--- config.mk ---
export PLATFORM = sky130hd
export DESIGN_NAME = mips_instr_encoder_flat
export DESIGN_NICKNAME = d
export VERILOG_FILES = /design/src/rtl/mips_isa_pkg.sv /design/src/rtl/mips_instr_encoder_if.sv /design/src/rtl/enc_fifo.sv /design/src/rtl/mips_instr_encoder.sv /design/src/flat_wrapper.sv
export SDC_FILE = /design/constraint.sdc
export NUM_CORES = 1
export LEC_CHECK = 0
export CAP_MARGIN = 30
export CORE_MARGIN = 4
export CORE_UTILIZATION = 49
export CTS_BUF_LIST = sky130_fd_sc_hd__clkbuf_8
export CTS_CLUSTER_DIAMETER = 80
export DETAILED_ROUTE_END_ITERATION = 10
export PLACE_DENSITY = 0.76
export SLEW_MARGIN = 25
export SYNTH_ARGS = -nofsm -noshare
export SYNTH_HDL_FRONTEND = slang
export SYNTH_HIERARCHICAL = 1
export SYNTH_SLANG_ARGS = --single-unit
--- constraint.sdc ---
create_clock -name clk -period 3.08 [get_ports clk]
set_input_delay 0.462 -clock clk [delete_from_list [all_inputs] [get_ports clk]]
set_output_delay 0.462 -clock clk [all_outputs]
set_load 0.05 [all_outputs]
--- src/rtl/mips_isa_pkg.sv ---
// Opcode map, op-class codes, field positions and encoder FSM states shared by
// the instruction encoder and the pipeline control decode.
package mips_isa_pkg;

  localparam logic [5:0] OP_RTYPE = 6'b000000;
  localparam logic [5:0] OP_LW    = 6'b100011;
  localparam logic [5:0] OP_SW    = 6'b101011;
  localparam logic [5:0] OP_BEQ   = 6'b000100;
  localparam logic [5:0] OP_ADDI  = 6'b001000;
  localparam logic [5:0] OP_J     = 6'b000010;

  localparam logic [2:0] CLS_R    = 3'd0;
  localparam logic [2:0] CLS_LW   = 3'd1;
  localparam logic [2:0] CLS_SW   = 3'd2;
  localparam logic [2:0] CLS_BEQ  = 3'd3;
  localparam logic [2:0] CLS_ADDI = 3'd4;
  localparam logic [2:0] CLS_J    = 3'd5;
  localparam logic [2:0] CLS_ILL6 = 3'd6;
  localparam logic [2:0] CLS_ILL7 = 3'd7;

  localparam int OPC_LSB    = 26;
  localparam int RS_LSB     = 21;
  localparam int RT_LSB     = 16;
  localparam int RD_LSB     = 11;
  localparam int SHAMT_LSB  = 6;
  localparam int FUNCT_LSB  = 0;
  localparam int IMM_LSB    = 0;
  localparam int TARGET_LSB = 0;

  typedef enum logic [1:0] {
    ST_IDLE,
    ST_LOAD,
    ST_DRAIN,
    ST_DONE
  } enc_state_e;

  function automatic logic cls_legal(input logic [2:0] cls);
    return cls <= CLS_J;
  endfunction

  function automatic logic [31:0] encode(
    input logic [2:0]  cls,
    input logic [4:0]  rs,
    input logic [4:0]  rt,
    input logic [4:0]  rd,
    input logic [5:0]  funct,
    input logic [15:0] imm,
    input logic [25:0] target
  );
    logic [31:0] w;
    w = '0;
    case (cls)
      CLS_R: begin
        w[OPC_LSB +: 6]   = OP_RTYPE;
        w[RS_LSB +: 5]    = rs;
        w[RT_LSB +: 5]    = rt;
        w[RD_LSB +: 5]    = rd;
        w[SHAMT_LSB +: 5] = 5'd0;
        w[FUNCT_LSB +: 6] = funct;
      end
      CLS_LW, CLS_SW, CLS_BEQ, CLS_ADDI: begin
        case (cls)
          CLS_LW:  w[OPC_LSB +: 6] = OP_LW;
          CLS_SW:  w[OPC_LSB +: 6] = OP_SW;
          CLS_BEQ: w[OPC_LSB +: 6] = OP_BEQ;
          default: w[OPC_LSB +: 6] = OP_ADDI;
        endcase
        w[RS_LSB +: 5]   = rs;
        w[RT_LSB +: 5]   = rt;
        w[IMM_LSB +: 16] = imm;
      end
      CLS_J: begin
        w[OPC_LSB +: 6]     = OP_J;
        w[TARGET_LSB +: 26] = target;
      end
      default: w = '0;
    endcase
    return w;
  endfunction

endpackage

--- src/rtl/mips_instr_encoder_if.sv ---
// Instruction-field input handshake plus the instruction-memory write port.
interface mips_instr_encoder_if #(
  parameter int ADDR_W = 8
);
  logic              in_valid;
  logic              in_ready;
  logic [2:0]        in_op;
  logic [4:0]        in_rs;
  logic [4:0]        in_rt;
  logic [4:0]        in_rd;
  logic [5:0]        in_funct;
  logic [15:0]       in_imm;
  logic [25:0]       in_target;
  logic              in_last;
  logic              wr_en;
  logic              wr_ready;
  logic [ADDR_W-1:0] wr_addr;
  logic [31:0]       wr_data;

  modport master (
    output in_valid, in_op, in_rs, in_rt, in_rd, in_funct, in_imm, in_target, in_last,
    input  in_ready,
    input  wr_en, wr_addr, wr_data,
    output wr_ready
  );

  modport slave (
    input  in_valid, in_op, in_rs, in_rt, in_rd, in_funct, in_imm, in_target, in_last,
    output in_ready,
    output wr_en, wr_addr, wr_data,
    input  wr_ready
  );
endinterface

--- src/rtl/enc_fifo.sv ---
// Synchronous FIFO for encoded words; head is visible combinationally so a
// word pushed at edge t is presented to memory in cycle t+1.
module enc_fifo #(
  parameter int DEPTH = 4,
  parameter int WIDTH = 32,
  localparam int AW = $clog2(DEPTH)
) (
  input  logic             clk,
  input  logic             reset,
  input  logic             flush_i,
  input  logic             push_i,
  input  logic [WIDTH-1:0] data_i,
  input  logic             pop_i,
  output logic [WIDTH-1:0] data_o,
  output logic             full_o,
  output logic             empty_o,
  output logic [AW:0]      count_o
);
  logic [WIDTH-1:0] mem_q [DEPTH];
  logic [AW-1:0]    rd_ptr_q, wr_ptr_q;
  logic [AW:0]      count_q;
  logic             do_push, do_pop;

  assign full_o  = (count_q == (AW+1)'(DEPTH));
  assign empty_o = (count_q == '0);
  assign count_o = count_q;
  assign data_o  = mem_q[rd_ptr_q];
  assign do_push = push_i && !full_o;
  assign do_pop  = pop_i && !empty_o;

  always_ff @(posedge clk) begin
    if (do_push) mem_q[wr_ptr_q] <= data_i;
  end

  always_ff @(posedge clk) begin
    if (reset || flush_i) begin
      rd_ptr_q <= '0;
      wr_ptr_q <= '0;
      count_q  <= '0;
    end else begin
      if (do_push) wr_ptr_q <= wr_ptr_q + 1'b1;
      if (do_pop)  rd_ptr_q <= rd_ptr_q + 1'b1;
      case ({do_push, do_pop})
        2'b10:   count_q <= count_q + 1'b1;
        2'b01:   count_q <= count_q - 1'b1;
        default: count_q <= count_q;
      endcase
    end
  end
endmodule

--- src/rtl/mips_instr_encoder.sv ---
// Packs symbolic instructions into MIPS words and streams them into memory.
// Optional ENC_HALT_APPEND_EN appends a self-jump halt word after the program.
module mips_instr_encoder
  import mips_isa_pkg::*;
#(
  parameter int ADDR_W     = 8,
  parameter int FIFO_DEPTH = 4
) (
  input  logic               clk,
  input  logic               reset,
  input  logic               start,
  input  logic [ADDR_W-1:0]  base_addr,
  mips_instr_encoder_if.slave bus,
  output logic               busy,
  output logic               done,
  output logic               err_illegal,
  output logic               err_overflow
);
  localparam int CW = $clog2(FIFO_DEPTH) + 1;
  localparam logic [ADDR_W-1:0] ADDR_MAX = '1;

  enc_state_e        state_q, state_d;
  logic [ADDR_W-1:0] addr_q, addr_d;
  logic              err_illegal_q, err_illegal_d;
  logic              err_overflow_q, err_overflow_d;
  logic              in_ready, accept, wr_done;
  logic              push, flush, fifo_full, fifo_empty;
  logic [31:0]       enc_word, push_data, fifo_head;
  logic [CW-1:0]     fifo_count;

  assign enc_word = encode(bus.in_op, bus.in_rs, bus.in_rt, bus.in_rd,
                           bus.in_funct, bus.in_imm, bus.in_target);
  assign accept   = bus.in_valid && in_ready;
  assign wr_done  = !fifo_empty && bus.wr_ready;

`ifdef ENC_HALT_APPEND_EN
  logic        halt_pend_q, halt_pend_d;
  logic [25:0] halt_tgt;
  // The halt lands behind every word still queued, including one popping now.
  assign halt_tgt = 26'(addr_q) + 26'(fifo_count);
`else
  wire unused_count = ^fifo_count;
`endif

  always_comb begin
    state_d        = state_q;
    addr_d         = addr_q;
    err_illegal_d  = err_illegal_q;
    err_overflow_d = err_overflow_q;
    in_ready       = 1'b0;
    push           = 1'b0;
    push_data      = enc_word;
    flush          = 1'b0;
`ifdef ENC_HALT_APPEND_EN
    halt_pend_d    = halt_pend_q;
`endif
    case (state_q)
      ST_IDLE: begin
        if (start) begin
          state_d        = ST_LOAD;
          addr_d         = base_addr;
          err_illegal_d  = 1'b0;
          err_overflow_d = 1'b0;
        end
      end
      ST_LOAD: begin
        in_ready = !fifo_full && !err_overflow_q;
        if (accept) begin
          if (cls_legal(bus.in_op)) push = 1'b1;
          else                      err_illegal_d = 1'b1;
          if (bus.in_last) begin
            state_d = ST_DRAIN;
`ifdef ENC_HALT_APPEND_EN
            halt_pend_d = 1'b1;
`endif
          end
        end
      end
      ST_DRAIN: begin
`ifdef ENC_HALT_APPEND_EN
        if (halt_pend_q) begin
          if (!fifo_full) begin
            push        = 1'b1;
            push_data   = {OP_J, halt_tgt};
            halt_pend_d = 1'b0;
          end
        end else if (fifo_empty) begin
          state_d = ST_DONE;
        end
`else
        if (fifo_empty) state_d = ST_DONE;
`endif
      end
      ST_DONE: state_d = ST_IDLE;
      default: state_d = ST_IDLE;
    endcase

    // A write at the top address ends the load: address holds, queue discarded.
    if (wr_done) begin
      if (addr_q == ADDR_MAX) begin
        err_overflow_d = 1'b1;
        flush          = 1'b1;
        push           = 1'b0;
        state_d        = ST_DRAIN;
`ifdef ENC_HALT_APPEND_EN
        halt_pend_d    = 1'b0;
`endif
      end else begin
        addr_d = addr_q + 1'b1;
      end
    end
  end

  always_ff @(posedge clk) begin
    if (reset) begin
      state_q        <= ST_IDLE;
      addr_q         <= '0;
      err_illegal_q  <= 1'b0;
      err_overflow_q <= 1'b0;
`ifdef ENC_HALT_APPEND_EN
      halt_pend_q    <= 1'b0;
`endif
    end else begin
      state_q        <= state_d;
      addr_q         <= addr_d;
      err_illegal_q  <= err_illegal_d;
      err_overflow_q <= err_overflow_d;
`ifdef ENC_HALT_APPEND_EN
      halt_pend_q    <= halt_pend_d;
`endif
    end
  end

  enc_fifo #(
    .DEPTH (FIFO_DEPTH),
    .WIDTH (32)
  ) u_fifo (
    .clk     (clk),
    .reset   (reset),
    .flush_i (flush),
    .push_i  (push),
    .data_i  (push_data),
    .pop_i   (wr_done),
    .data_o  (fifo_head),
    .full_o  (fifo_full),
    .empty_o (fifo_empty),
    .count_o (fifo_count)
  );

  assign bus.in_ready  = in_ready;
  assign bus.wr_en     = !fifo_empty;
  assign bus.wr_addr   = addr_q;
  assign bus.wr_data   = fifo_head;
  assign busy          = (state_q != ST_IDLE);
  assign done          = (state_q == ST_DONE);
  assign err_illegal   = err_illegal_q;
  assign err_overflow  = err_overflow_q;
endmodule

--- src/flat_wrapper.sv ---
// flat-port wrapper written by rule: the top's interface ports become plain ports
module mips_instr_encoder_flat import mips_isa_pkg::*;
#(
  parameter int ADDR_W     = 8,
  parameter int FIFO_DEPTH = 4
)
  (clk, reset, start, base_addr, busy, done, err_illegal, err_overflow, bus_in_valid, bus_in_op, bus_in_rs, bus_in_rt, bus_in_rd, bus_in_funct, bus_in_imm, bus_in_target, bus_in_last, bus_in_ready, bus_wr_en, bus_wr_addr, bus_wr_data, bus_wr_ready);
  mips_instr_encoder_if #(.ADDR_W(ADDR_W)) bus_i ();
  input  logic clk;
  input  logic reset;
  input  logic start;
  input  logic [ADDR_W-1:0] base_addr;
  output logic busy;
  output logic done;
  output logic err_illegal;
  output logic err_overflow;
  input wire logic [$bits(bus_i.in_valid)-1:0] bus_in_valid;
  input wire logic [$bits(bus_i.in_op)-1:0] bus_in_op;
  input wire logic [$bits(bus_i.in_rs)-1:0] bus_in_rs;
  input wire logic [$bits(bus_i.in_rt)-1:0] bus_in_rt;
  input wire logic [$bits(bus_i.in_rd)-1:0] bus_in_rd;
  input wire logic [$bits(bus_i.in_funct)-1:0] bus_in_funct;
  input wire logic [$bits(bus_i.in_imm)-1:0] bus_in_imm;
  input wire logic [$bits(bus_i.in_target)-1:0] bus_in_target;
  input wire logic [$bits(bus_i.in_last)-1:0] bus_in_last;
  output wire logic [$bits(bus_i.in_ready)-1:0] bus_in_ready;
  output wire logic [$bits(bus_i.wr_en)-1:0] bus_wr_en;
  output wire logic [$bits(bus_i.wr_addr)-1:0] bus_wr_addr;
  output wire logic [$bits(bus_i.wr_data)-1:0] bus_wr_data;
  input wire logic [$bits(bus_i.wr_ready)-1:0] bus_wr_ready;
  assign bus_i.in_valid = bus_in_valid;
  assign bus_i.in_op = bus_in_op;
  assign bus_i.in_rs = bus_in_rs;
  assign bus_i.in_rt = bus_in_rt;
  assign bus_i.in_rd = bus_in_rd;
  assign bus_i.in_funct = bus_in_funct;
  assign bus_i.in_imm = bus_in_imm;
  assign bus_i.in_target = bus_in_target;
  assign bus_i.in_last = bus_in_last;
  assign bus_in_ready = bus_i.in_ready;
  assign bus_wr_en = bus_i.wr_en;
  assign bus_wr_addr = bus_i.wr_addr;
  assign bus_wr_data = bus_i.wr_data;
  assign bus_i.wr_ready = bus_wr_ready;
  mips_instr_encoder #(.ADDR_W(ADDR_W), .FIFO_DEPTH(FIFO_DEPTH)) u_core (.clk(clk), .reset(reset), .start(start), .base_addr(base_addr), .bus(bus_i), .busy(busy), .done(done), .err_illegal(err_illegal), .err_overflow(err_overflow));
endmodule
==> impl_results.md, run 1 <==
* Area share of the largest cell type after synthesis at 0.576
* Critical-path top delay cell: clkdlybuf4s50_1
* Antenna diodes at 0
* Synth Cell Area at 6680 um^2
* Vias in the first global route at 4,663
* Outcome: finished clean
* Clock latency at the later pin of the worst-skew pair at 0.43 ns
* Detailed Routing Iterations Pass 1 at 5
* Starting density of the core at 0.502
* Io pins at 126
* Via count at 4,500
* MaxCap Viol Count at 0
* Avg Inst Size Synth at between 10 and 15 um^2
* Top post-synthesis cells by area: edfxtp_1 (58%), mux4_2 (11%), dfxtp_1 (6.3%)
* Met3 WL at 1.06 mm
* Vias/cell at approximately 5.7
* Total grt overflow at 0
* Seq cells post-synth at 149
* H-tree depth at 4
* Final nets at 688
* Share of layout cells above drive strength 1 at 0.182
* Crit. End Element: primary output
* Worst EP arrival at 2.49 ns
* First-pass GRT wire length at 24.0 mm
* Die Height at 125 um
* CTS sink count at approximately 150
* Worst stage delay on the critical path at 0.72 ns
* Highest metal used: met4
* Post-DR wirelength/cell at ~19 um
* Xor and xnor area share after synthesis at 0.00525
* CTS tree: built
* DP Area at between 8000 and 9000 um^2
* Clock buffer count from CTS at 17
* CTS max path bufs at 2
* Fin crit period at roughly 3.0 ns
* Final core occ at 0.655
* Fmax at 338 MHz
* Cells after Synth at 462
* DRC viols at 0
* Net Sw Frac at 0.242
* Die Span X at 125 um
* Crit-path max FO at 18
* Sequential-to-total area share from yosys stat at 0.639
* Min-Delay Path Class: register to register
* Initial DRC Count at around 370
* Synthesis Warnings at 6
* Synth cell count leaders: edfxtp_1 (128), inv_1 (35), mux4_2 (32), nand2_1 (32), nor2_1 (23)
* Worst-margin pin slew at 0.741 ns
* Pwr Total at 0.00447 W
* Leakage power at 3.02 nW
* Drt total wl at 15.0 mm
* Post-synth top flop: edfxtp_1
* Worst Setup Path Type: register to primary output
* Worst VDD drop at 0.000253 V
* Placement row count at 42
* Critical path, cell by cell: buf_12, mux4_2, clkdlybuf4s50_1
* Largest family of logic cells by synthesized area: multiplexers
* Adder-Cell Fraction of Synth Area at 0.0142
* Critical Path Start Type: register
* Post-Synth Simple-Gate Area at 0.0793
* Initial antenna violation count at 0
* Antenna Violating Nets Remaining at 0
* Post-synthesis compound-gate area fraction at 0.0965
* Crit path buf inv count at 2
* Top delay family on crit path: buffers and inverters
* DP HPWL at 10.3 mm
* Netlist cell types at 58
* Total Die Area at between 15,000 and 20,000 um^2
* Pwr dens at 513 nW/um^2
* Most numerous cell in the Yosys netlist: edfxtp_1
* Final setup vio count at 0
* Post-route design area at 8710 um^2
* Post-synthesis mux area share at 0.126
* Clock Pin Slew Worst Setup and Hold Paths at 0.08 ns
* Total length of routed met2 wires at 7.67 mm
* Async SR Flop Fraction at 0
* Root Driver: clkbuf_8
* CORE AREA at about 13,000 um^2
* Wl on met1 at 6.04 mm
* Pin count of the biggest net entering global routing at 33
* Yosys top cell by area: edfxtp_1
* Comb pwr share at 0.135
* RSZ-0062 raised after global routing: false
* Sw Pwr at ~0.0011 W
* Post-CTS setup buffers at 0
* Worst Skew at 0.00946 ns
* Min Hold Slack at 0.503 ns
* CP Data Required Time at approximately 2.6 ns
* Final hold viol count at 0
* Rel. slew slack at 0.504
* Gr usage total at 0.196
* Fin crit share at 0.959
* Clk network pwr share at 0.355
* Final Wtd Congestion at between 0.8 and 0.9
* Count of input and output buffers at between 100 and 150
* Flop pwr share at 0.511
* Post-synth EDFFs at 128
* Area Overhead vs Synth at 30.5%
* Final-report max-slew violation count at 0
* Int Pwr at roughly 0.0034 W
## metrics by stage
step                      setup TNS [ns]  std cells  worst slack [ns]
after floorplan                  -0.0208        465           -0.0208
after global placement                 0        758             0.203
after detailed placement               0        758             0.108
after CTS                              0        790            0.0518
after global routing                   0        790           0.00170
final                                  0        790             0.126
## flip-flops by register name (all words and copies together), names as in the netlist, named ones only
signal                  cells
u_core/u_fifo/rd_ptr_q      2
u_core/bus.wr_addr          8
u_core/u_fifo/count_o       3
u_core/err_overflow         1
u_core/u_fifo/mem_q       128
u_core/u_fifo/wr_ptr_q      2
u_core/err_illegal          1
u_core/state_q              2
## worst min-delay path, stage by stage (launching register included)
cell and delay (ns):
dfxtp_1 0.33, nand2_1 0.07, o21ai_0 0.06
## routing by layer
metal,global-route usage,vias up
met1,0.246,2236
met5,0,-
li1,-,2060
met2,0.327,181
met4,0.0690,0
met3,0.0545,23
## placed cells by master (no fill, tap or decap), types with 3 or more instances in the layout
| cell type | count |
|---|---|
| nand4_1 | 6 |
| a22o_1 | 5 |
| ha_1 | 5 |
| buf_4 | 14 |
| and3_2 | 4 |
| clkdlybuf4s50_1 | 123 |
| clkinvlp_4 | 4 |
| nor2_1 | 22 |
| buf_12 | 6 |
| a221o_1 | 11 |
| o22ai_1 | 12 |
| edfxtp_1 | 128 |
| nand2b_1 | 4 |
| mux4_2 | 32 |
| nand3_1 | 6 |
| dfxtp_1 | 15 |
| a21oi_1 | 15 |
| clkbuf_8 | 17 |
| o21ai_0 | 21 |
| inv_1 | 34 |
| mux2i_1 | 12 |
| bufinv_16 | 4 |
| nand2_1 | 32 |
| xor2_1 | 3 |
| dfxtp_2 | 6 |
| and2_1 | 3 |
| inv_2 | 3 |
| a2bb2oi_1 | 12 |
| conb_1 | 4 |
## final cells by class
| type | count | area, um^2 |
|---|---|---|
| flip-flops and latches | 149 | 4270 |
| clock inverters | 15 | 189 |
| repair buffers | 144 | 1460 |
| inverters | 36 | 138 |
| well taps | 176 | 220 |
| clock buffers | 17 | 234 |
| fillers | 919 | 4580 |
| multi-input cells | 253 | 2200 |
## power groups by stage
stage	clock network [W]	logic (W)	registers, W
detailed placement	0	0.000602	0.00233
global route	0.00171	0.000644	0.00229
global placement	0	0.000589	0.00232
CTS	0.00161	0.000605	0.00228
finish	0.00159	0.000603	0.00228
floorplan	0	0.000314	0.00235
## logic make-up (layout without fill, tap and decap cells)
group           after synthesis  count (layout)
fa+ha+maj                     7               7
simple gates                102             102
compound gates               92              92
flops                       149             149
other cells                   1               4
xor+xnor                      4               4
buf+inv                      63             212
mux                          44              44
## path summary, 6_finish.rpt
check                           slack (ns)                   endpoint  cells past startpoint                      start
worst max-delay path                  0.13            bus_wr_data[26]                      3                   register
worst min-delay path                  0.50  u_core/u_fifo/rd_ptr_q[0]                      2  u_core/u_fifo/rd_ptr_q[0]
worst max register to register        0.27   u_core/u_fifo/count_o[2]                     14      u_core/bus.wr_addr[0]
worst min register to register        0.50  u_core/u_fifo/rd_ptr_q[0]                      2  u_core/u_fifo/rd_ptr_q[0]
## timing repair
item	CTS	global route
endpoints found under the setup margin	0	1
hold buffers	0	0
resized for setup	0	3
No activity file was read; power rests on OpenSTA's default activity.
==> run 2: changes to the inputs <==
Settings changed: CORE_UTILIZATION 49 to 52, PLACE_DENSITY 0.76 to 0.77.
Clock period 3.08 ns to 3.35 ns, I/O delays scaled along.
==> run 2 against run 1 <==
Design area is 0.93% lower. Power is 9.6% lower. Cell count is 1.0% lower. Count of clock-buffer cells in the layout is 2 higher. Sequential power is 8% lower. Hold slack worse by 0.090 ns. Combinational power is 9.5% lower.
==> impl_results.md, run 2 (synthesis results as in run 1) <==
* Detailed Routing Iterations Pass 1 at 5
* Worst R2R Start: u_core/bus.wr_addr[0]
* Final Instance Count excl. Fillers at 782
* Final nets at 684
* Commonest non-fill, non-tap cell in the layout: edfxtp_1
* CTS tree: built
* Initial antenna violation count at 0
* DRC viols at 0
* CTS max path bufs at 2
* Crit-path max FO at 6
* Number of flip-flops in the largest register at 128
* Total length of routed met2 wires at approximately 7.5 mm
* Worst hold stages at 3
* Most frequent cells in the layout: edfxtp_1 (128), clkdlybuf4s50_1 (124), inv_1 (37), nand2_1 (32), mux4_2 (32)
* RR Endpoint: u_core/u_fifo/count_o[2]
* Highest metal used: met4
* Initial DRC Count at 317
* Total Die Area at around 15,000 um^2
* Leakage power at about 3.0 nW
* Fin crit share at 0.919
* Final setup vio count at 0
* Worst Setup Path Type: register to register
* Pin count of the biggest net entering global routing at 43
* Pwr Total at 0.00404 W
* CORE AREA at 12,600 um^2
* Gr usage total at 0.206
* Crit. End Element: register
* R2R cell count at 14
* Worst-margin pin slew at 0.995 ns
* Worst Skew at 0.0110 ns
* Largest Register: u_core/u_fifo/mem_q
* Starting density of the core at 0.529
* Worst VDD drop at 0.000302 V
* Clock buffer count from CTS at 17
* Clock latency at the later pin of the worst-skew pair at 0.43 ns
* Worst EP arrival at 3.44 ns
* Io pins at 126
* Placed insts at between 700 and 800
* Via count at 4,437
* Antenna Violating Nets Remaining at 0
* DP Area at a little over 8000 um^2
* Area Overhead vs Synth at 29.3%
* CP Data Required Time at 3.71 ns
* Placement row count at 41
* Vias/cell at 5.67
* MaxCap Viol Count at 0
* First-pass GRT wire length at 23.5 mm
* Outcome: finished clean
* Total grt overflow at 0
* Pwr dens at 468 nW/um^2
* RSZ-0062 raised after global routing: false
* R2R Setup Slk at 0.27 ns
* Share of layout cells above drive strength 1 at 0.159
* Vias in the first global route at 4,641
* Antenna diodes at 0
* DP HPWL at roughly 9.7 mm
* Fin crit period at 3.08 ns
* Hold Startpoint: bus_in_op[2]
* Fmax at 325 MHz
* Die Height at 121 um
* Final hold viol count at 0
* Count of input and output buffers at 125
* Post-DR wirelength/cell at 18.6 um
* Post-route design area at 8630 um^2
* Final-report max-slew violation count at 0
* Rel. slew slack at 0.335
* Clock Pin Slew Worst Setup and Hold Paths at 0.08 ns
* CTS sink count at 149
* Critical Path Start Type: register
* Post-CTS setup buffers at 0
* Final Wtd Congestion at between 0.8 and 0.9
* Die Span X at 121 um
* Min-Delay Path Class: input pin to register
* Fillers at 898
* Met3 WL at 850 um
* Setup TNS at 0 ns
* Hold endpoint: u_core/err_illegal
* Drt total wl at 14.5 mm
* Min Hold Slack at 0.413 ns
* H-tree depth at 4
* Root Driver: clkbuf_8
* Wl on met1 at 6.06 mm
run 2: final cells by class:
class | count | area, um^2 | area share
Clock inverter | 13 | 159 | 0.0184
Inverter | 36 | 135 | 0.0157
Timing Repair Buffer | 140 | 1420 | 0.165
Sequential cell | 149 | 4270 | 0.494
Multi-Input combinational cell | 253 | 2170 | 0.252
Tap cell | 172 | 215 | 0.0249
Clock buffer | 19 | 262 | 0.0303
run 2: worst max-delay path by stage:
| stage | startpoint | end | cells past startpoint |
|---|---|---|---|
| 5_1_grt | u_core/bus.wr_addr[0] | u_core/u_fifo/count_o[2] | 14 |
| 4_1_cts | u_core/bus.wr_addr[0] | u_core/u_fifo/count_o[2] | 14 |
| 2_1_floorplan | u_core/u_fifo/count_o[0] | u_core/u_fifo/count_o[2] | 14 |
| 3_3_place_gp | bus_wr_ready | u_core/u_fifo/count_o[2] | 14 |
| 6_report | u_core/bus.wr_addr[0] | u_core/u_fifo/count_o[2] | 14 |
| 3_5_place_dp | bus_wr_ready | u_core/u_fifo/count_o[2] | 14 |
run 2: per-stage QoR:
stage / worst slack (ns) / utilization
floorplan: 0.0465 / -
global placement: 0.368 / 0.650
detailed placement: 0.259 / 0.651
CTS: 0.269 / 0.684
global route: 0.0246 / 0.684
finish: 0.270 / 0.684
run 2: layer usage:
| layer | global-route usage | vias up |
|---|---|---|
| li1 | - | 2055 |
| met1 | 0.264 | 2223 |
| met2 | 0.347 | 146 |
| met3 | 0.0625 | 13 |
| met4 | 0.0476 | 0 |
| met5 | 0 | - |
run 2: repair_timing:
action	4_1_cts	5_1_grt
resized for setup	0	1
endpoints found under the hold margin	0	0
setup endpoints to repair	0	1
hold buffers	0	0
run 2: worst max-delay path, stage by stage, from the launching register on:
cell	delay (ns)
dfxtp_1	0.43
ha_1	0.25
nand3_1	0.20
nor2_2	0.19
nand4_1	0.18
inv_1	0.16
a211oi_1	0.08
and2_4	0.15
inv_1	0.05
ha_1	0.17
inv_1	0.07
fa_1	0.37
xor2_1	0.16
or3_2	0.40
a21oi_1	0.15
run 2: report_power, final:
group / internal (W) / switching, W
Combinational: 0.000241 / 0.000305
Sequential: 0.00207 / 0.0000298
Clock: 0.000772 / 0.000628
==> run 3: changes to the inputs <==
Settings changed: CTS_CLUSTER_SIZE set to 10.
==> results of run 3 <==
Final layout, timing and power as in run 2 (identical DEF).
